File: config.mk
export PLATFORM = sky130hd
export DESIGN_NAME = seq_scan_ctrl
export DESIGN_NICKNAME = d
export VERILOG_FILES = /design/src/rtl/seq_scan_ctrl.sv
export SDC_FILE = /design/constraint.sdc
export NUM_CORES = 1
export LEC_CHECK = 0
export CORE_UTILIZATION = 51
export DETAILED_ROUTE_END_ITERATION = 8
export PLACE_DENSITY = 0.77
export SYNTH_ARGS = -nofsm -noshare
export SYNTH_HDL_FRONTEND = slang
export SYNTH_SLANG_ARGS = --single-unit
File: constraint.sdc
create_clock -name clk -period 2 [get_ports clk]
set_input_delay 0.4 -clock clk [delete_from_list [all_inputs] [get_ports clk]]
set_output_delay 0.4 -clock clk [all_outputs]
set_load 0.02 [all_outputs]
File: src/rtl/seq_scan_ctrl.sv
`default_nettype none
// ============================================================================
// Module      : seq_scan_ctrl
// Description : Scans a parallel WIDTH-bit word MSB-first, one bit per clock,
//               through an embedded overlapping "101" Moore detector and
//               reports the number of detections with a one-cycle done pulse.
// Ports       : clk, rst          - clock, synchronous active-high reset
//               start, data_in    - scan request and word (IDLE/DONE only)
//               abort             - cancel the scan in progress (SHIFT only)
//               busy, done        - scanning / one-cycle completion pulse
//               match_count       - detections in the last completed word
//               det_out           - detector Moore output (state D)
// Revision    : 1.0 - initial release
// ============================================================================
module seq_scan_ctrl #(
    parameter int WIDTH = 8,
    parameter int CW    = $clog2(WIDTH + 1)
) (
    input  logic             clk,
    input  logic             rst,
    input  logic             start,
    input  logic             abort,
    input  logic [WIDTH-1:0] data_in,
    output logic             busy,
    output logic             done,
    output logic [CW-1:0]    match_count,
    output logic             det_out
);

    // Controller states
    localparam logic [1:0] c_st_idle  = 2'd0;
    localparam logic [1:0] c_st_shift = 2'd1;
    localparam logic [1:0] c_st_done  = 2'd2;

    // Detector states
    localparam logic [1:0] c_det_a = 2'd0;
    localparam logic [1:0] c_det_b = 2'd1;
    localparam logic [1:0] c_det_c = 2'd2;
    localparam logic [1:0] c_det_d = 2'd3;

    localparam logic [CW-1:0] c_last_bit = CW'(WIDTH - 1);

    logic [1:0]       r_state;
    logic [WIDTH-1:0] r_shift;
    logic [1:0]       r_det;
    logic [CW-1:0]    r_bit_cnt;
    logic [CW-1:0]    r_match_cnt;
    logic [CW-1:0]    r_match_count;

    logic [1:0]       w_state_nxt;
    logic [WIDTH-1:0] w_shift_nxt;
    logic [1:0]       w_det_nxt;
    logic [CW-1:0]    w_bit_cnt_nxt;
    logic [CW-1:0]    w_match_cnt_nxt;
    logic [CW-1:0]    w_match_count_nxt;

    logic             w_bit;
    logic [1:0]       w_det_step;
    logic [CW-1:0]    w_match_inc;

    // One detector step on the current MSB
    always_comb begin
        w_bit      = r_shift[WIDTH-1];
        w_det_step = c_det_a;
        case (r_det)
            c_det_a: w_det_step = w_bit ? c_det_b : c_det_a;
            c_det_b: w_det_step = w_bit ? c_det_b : c_det_c;
            c_det_c: w_det_step = w_bit ? c_det_d : c_det_a;
            c_det_d: w_det_step = w_bit ? c_det_b : c_det_c;
            default: w_det_step = c_det_a;
        endcase
        // Count on entry to D so the final bit of the word is included
        w_match_inc = r_match_cnt + {{(CW-1){1'b0}}, (w_det_step == c_det_d)};
    end

    always_comb begin
        w_state_nxt       = r_state;
        w_shift_nxt       = r_shift;
        w_det_nxt         = r_det;
        w_bit_cnt_nxt     = r_bit_cnt;
        w_match_cnt_nxt   = r_match_cnt;
        w_match_count_nxt = r_match_count;

        case (r_state)
            c_st_idle, c_st_done: begin
                if (start) begin
                    w_state_nxt     = c_st_shift;
                    w_shift_nxt     = data_in;
                    w_det_nxt       = c_det_a;
                    w_bit_cnt_nxt   = '0;
                    w_match_cnt_nxt = '0;
                end else if (r_state == c_st_done) begin
                    w_state_nxt = c_st_idle;
                end
            end
            c_st_shift: begin
                if (abort) begin
                    // Abort wins over start; the reported count is untouched
                    w_state_nxt = c_st_idle;
                    w_det_nxt   = c_det_a;
                end else begin
                    w_det_nxt       = w_det_step;
                    w_shift_nxt     = {r_shift[WIDTH-2:0], 1'b0};
                    w_bit_cnt_nxt   = r_bit_cnt + 1'b1;
                    w_match_cnt_nxt = w_match_inc;
                    if (r_bit_cnt == c_last_bit) begin
                        w_state_nxt       = c_st_done;
                        w_match_count_nxt = w_match_inc;
                    end
                end
            end
            default: begin
                w_state_nxt = c_st_idle;
                w_det_nxt   = c_det_a;
            end
        endcase
    end

    always_ff @(posedge clk) begin
        if (rst) begin
            r_state       <= c_st_idle;
            r_shift       <= '0;
            r_det         <= c_det_a;
            r_bit_cnt     <= '0;
            r_match_cnt   <= '0;
            r_match_count <= '0;
        end else begin
            r_state       <= w_state_nxt;
            r_shift       <= w_shift_nxt;
            r_det         <= w_det_nxt;
            r_bit_cnt     <= w_bit_cnt_nxt;
            r_match_cnt   <= w_match_cnt_nxt;
            r_match_count <= w_match_count_nxt;
        end
    end

    // Outputs are pure decodes of registered state
    assign busy        = (r_state == c_st_shift);
    assign done        = (r_state == c_st_done);
    assign det_out     = (r_det == c_det_d);
    assign match_count = r_match_count;

endmodule
`default_nettype wire

### After elaboration in Yosys (flattened, before gate mapping)

Index checks and enable logic that the tools add are counted.

* flip-flop bits (word level): 24
* latch bits: 0
* bits in writable memories: 0
* bits in read-only memories: 0
* bits of input ports: 12
* output and inout port bits: 7
* logic and storage cells: 48
* memories: 0

* add/subtract/negate cells: 2
* $mul: 0
* divide/modulo/power cells: 0
* $lt $le $gt $ge: 0
* equal/unequal tests: 11
* shift-type cells: 0
* mux-type cells: 20
* bitwise operators: 1
* reductions and logical operators: 8

Operators with widths (number)
* $mux 2: 8
* $mux 8: 2
* $pmux 4 s2: 2
* $pmux 8 s2: 1
* $mux 4: 3
* $eq 2x2->1 const B: 4
* $pmux 2 s2: 2
* $pmux 2 s3: 1
* $reduce_and 3->1: 2
* $add 4x1->4: 1
* $add 4x1->4 const B: 1
* $eq 2x1->1 const B: 2
* $eq 4x3->1 const B: 1
* $logic_not 2->1: 2
* $ne 2x2->1 const B: 2
* $reduce_or 2->1: 2
* $ne 3x2->1 const B: 1
* $ne 3x3->1 const B: 1
* $reduce_and 2->1: 1
* $reduce_bool 2->1: 1
* $mux 1: 1
* $not 1->1: 1

### Logic depth before layout (Yosys ltp)

* depth after elaboration: 7
* depth in mapped cells: 7
* mapped depth without buffers: 7

### Least setup slack after synthesis

OpenSTA, ideal clock, no wires.

* kind: register -> register
* start: register r_det[0]
* end: register r_match_cnt[1]
* library setup time: 128 ps
* arrival time: 1307 ps
* data required time: 1872 ps
* slack: 565 ps
* cell stages (with the launch flop): 8
* buffers on the path: 0
* clock period less this slack: 1435 ps
* path through: dfxtp_1 > inv_1 > and3_1 > ha_1 > ha_1 > nor4bb_1 > a31oi_1 > nor2_1

* longest elaborated chain between the ends: 7
* elaborated cells between the ends (all ways): 10
* classes of those cells: 1 x add/sub; 4 x eq/ne; 3 x mux; 2 x reduce/logical

RTL lines
* start: declaration: RTL line 45 `logic [1:0] r_det;`
* start signal: assignment: RTL line 123 `r_det <= c_det_a;`
* start signal: assignment: RTL line 130 `r_det <= w_det_nxt;`
* $eq 2x2->1 / $eq 2x1->1 (equally long branches): RTL line 65 `case (r_det)`
* $reduce_or 2->1 (no line)
* $pmux 2 s3 *: RTL line 65
* $eq 2x2->1 *: RTL line 73 `w_match_inc = r_match_cnt + {{(CW-1){1'b0}}, (w_det_step == c_det_d)};`
* $add 4x1->4 *: RTL line 73
* net w_match_inc[1]: RTL line 59 `logic [CW-1:0] w_match_inc;`
* $mux 4 *: RTL line 97 `if (abort) begin`
* $pmux 4 s2 *: RTL line 84 `case (r_state)`
* end signal: assignment: RTL line 132 `r_match_cnt <= w_match_cnt_nxt;`
* end: declaration: RTL line 47 `logic [CW-1:0] r_match_cnt;`

Mark *: on every way through the listed nets, which the timed path passes. The rest lies on a longest branch. The select of a mux whose other input is x is not followed.
A chain may end at the register's enable or synchronous reset.

### Worst setup path after layout

* start: register r_state[0]
* end: output port busy

* longest elaborated chain between the ends: 1

RTL lines
* start: declaration: RTL line 43 `logic [1:0] r_state;`
* start signal: assignment: RTL line 121 `r_state <= c_st_idle;`
* start signal: assignment: RTL line 128 `r_state <= w_state_nxt;`
* $eq 2x1->1: RTL line 138 `assign busy = (r_state == c_st_shift);`
* end: declaration: RTL line 24 `output logic busy,`

No other way between the ends.

==> out/metrics.csv <==
metric,value,unit
run_status,finished clean,
viasPerCell,5.676,
max-vdd-ir-drop,0.4597,mV
share_seq_of_total_power,57.2,%
clk_pin_slew,130,ps
grt_pass1_vias,959,
postSynth.asyncResetShare,0,%
power_report.internal_total,0.6756,mW
ios,19,
synth.cell_area,0.001135,sq mm
fin_crit_sh,93.75,%
required,1600,ps
yosysSeqAreaShare,42.34,%
grt_pass1_wl,3995,um
worst-setup-path-type,reg2out,
gr-total-overflow,0,
fin_worst_skew,8.049,ps
tritoncts_num_sinks,24,
power.share.combinational,14.8,%
fillCellCount,170,
yosysWarningCount,0,
number_of_port_buffers,18,
power_switching_share,24.22,%
ys_seq_elements,24,
post_synth.cell_area_avg,9.152,sq um
drive_above_1_share,12.33,%
postCtsSetupBuffers,0,
floorplan.initialDensity,56.13,%
timing_hold_violations_final,0,
data_arrival_time_of_the_critical_path,1470,ps
drt-wirelength-per-cell,13.87,um
fmax,533.4,MHz
power_density,622.4,mW/mm^2
rows,16,
gp_congestion,0.8338,
finalNonFillerCells,173,
yosysTopAreaCellShare,42.34,%
dp_slack,64.61,ps
dp_hpwl,1733,um
route.vias.total,982,
synthXorXnorAreaFrac,2.315,%
cts_resized,1,
synth_simple_gate_area_share,23.15,%
ctsHtreeMaxLevel,1,
setup_violations,0,
total_number_of_nets_in_the_final_design,162,
tritoncts.num_buffers,3,
power.leakage,0.5481,nW
cts-hold-fix-buffers,0,
postSynth.topFlopCell,dfxtp_1,
clkPwrFrac,27.9,%
slew_at_the_pin_closest_to_its_max_slew_limit,349.7,ps
timing.critical_path.from_type,register,
detail_route.drc_violations,0,
clock_insertion_delay_worst_skew,300,ps
fp.dieW,49.17,um
cts_tree,done,
ys_top_cells_by_area,"dfxtp_1 42%, mux2i_1 6.2%, a211oi_1 4.6%",
timing.final.crit_period,1875,ps
relSlewSlack,76.37,%
max-cap-violations,0,
wl,2399,um
synth_edf_count,0,
adder_cell_area_share_of_the_yosys_netlist,3.308,%
area_growth_syn_to_layout,26.24,%
core_box_area,0.002022,sq mm
first_iter_violations,32,
grt_antenna_before_repair,0,
ys_types,37,
worst_hold_path_type,reg2reg,
critical_path_peak_fanout,11,
final_core_utilization,70.85,%
dr.pass1.iters,4,
netlist.top_cell.by_area,dfxtp_1,
switching_power_summed_over_all_nets,0.2160,mW
placed_cells,169,
cts_max_path_buffers,2,
antenna_cells_inserted,0,
synth_area_in_compound_gates,17.86,%
ant_nets,0,
tns,0,ps
worst_setup_path_end_kind,output pin,
yosys-mux-area-fraction,6.174,%
main_combinational_cell_family_by_area_after_synthesis,simple AND/OR/NAND/NOR gates,
syn-instance-count,124,
slew_viol_final,0,
layout_setup_ws,125.1,ps
synth.net_count,139,
floorplan.die_area,0.002418,sq mm
root_buffer,clkbuf_4,
globalRouteTotalUtil,20.93,%
largest_net_degree_at_the_start_of_global_routing,22,
unrepaired_setup_endpoints_after_global_routing,false,
die_h,49.17,um
## through the flow
step	instance area (sq um)	hold WS [ps]	total power, mW
3_3_place_gp	1393	461.6	0.6494
3_5_place_dp	1393	471.5	0.6524
2_1_floorplan	1135	446.4	0.5949
4_1_cts	1430	492.3	0.8999
6_report	1433	494.8	0.8916
5_1_grt	1433	520.1	0.9367
## layer usage
layer,GRT usage (%),wire length [um]
met1,26.85,1141
met4,6.373,0
met3,3.115,76
met5,0,0
met2,35.84,1181
## worst max-delay path: stages, from the launching register on
cell and delay, ps:
dfxtp_4 420, nand2b_1 100, inv_1 60, clkdlybuf4s50_1 590
## power by group through the flow
stage,Clock (mW),Sequential [mW],Combinational [mW]
2_1_floorplan,0,0.515,0.0802
3_3_place_gp,0,0.520,0.129
3_5_place_dp,0,0.521,0.132
4_1_cts,0.257,0.510,0.132
5_1_grt,0.281,0.513,0.143
6_report,0.249,0.510,0.132
## layout make-up
class | instances | area, sq um | share of cell area (%)
multi-input combinational | 87 | 599.3 | 41.83
timing repair buffer | 28 | 267.8 | 18.69
sequential | 24 | 484.2 | 33.80
inverter | 3 | 11.26 | 0.7860
tap | 27 | 33.78 | 2.358
clock buffer | 4 | 36.28 | 2.533
## placed cells by master, fill, tap and decap left out, drive strengths merged, types with 2 or more instances in the layout
| master | Yosys | routed |
|---|---|---|
| mux2i | 7 | 7 |
| a31oi | 3 | 3 |
| clkdlybuf4s50 | 0 | 18 |
| inv | 3 | 3 |
| nand3 | 7 | 7 |
| buf | 6 | 10 |
| ha | 3 | 3 |
| o21ai | 4 | 4 |
| nor3 | 9 | 9 |
| nor4bb | 3 | 3 |
| nor2b | 2 | 2 |
| a21oi | 8 | 8 |
| a211oi | 8 | 8 |
| clkbuf | 4 | 4 |
| nor2 | 5 | 5 |
| a311oi | 3 | 3 |
| nand2b | 4 | 4 |
| dfxtp | 24 | 24 |
| nand2 | 4 | 4 |
| xnor2 | 2 | 2 |
## registers in the layout (all words and copies together) (netlist names)
name	flops
r_state	2
match_count	4
r_det	2
r_match_cnt	4
r_bit_cnt	4
r_shift	8
## cells by family (layout without fill, tap and decap cells)
group                      count (synthesis)  in the layout
adders and majority gates                  3              3
and+or+nand+nor                           44             44
AOI/OAI and AO/OA                         30             30
xor gates and xnor gates                   3              3
DFF                                       24             24
muxes                                      7              7
buffers and inverters                     13             35
## cell usage after synthesis, drive strengths merged (3+ instances only)
| cell | instances |
|---|---|
| dfxtp | 24 |
| nor3 | 9 |
| a211oi | 8 |
| a21oi | 8 |
| mux2i | 7 |
| nand3 | 7 |
| buf | 6 |
| nor2 | 5 |
| clkbuf | 4 |
| nand2 | 4 |
| nand2b | 4 |
| o21ai | 4 |
| a311oi | 3 |
| a31oi | 3 |
| ha | 3 |
| inv | 3 |
| nor4bb | 3 |
## path summary, 6_finish.rpt
| path | startpoint | endpoint | slack, ps | cells past startpoint |
|---|---|---|---|---|
| setup / recovery | r_state[0]$_SDFFE_PP0P_ | busy | 130 | 3 |
| hold / removal | r_shift[0]$_SDFFE_PP0P_ | r_shift[0]$_SDFFE_PP0P_ | 490 | 2 |
| setup reg to reg | r_det[0]$_SDFFE_PP0P_ | r_match_cnt[1]$_SDFFE_PP0P_ | 390 | 7 |
| hold reg to reg | r_shift[0]$_SDFFE_PP0P_ | r_shift[0]$_SDFFE_PP0P_ | 490 | 2 |
Power figures use the tool's default switching activity.
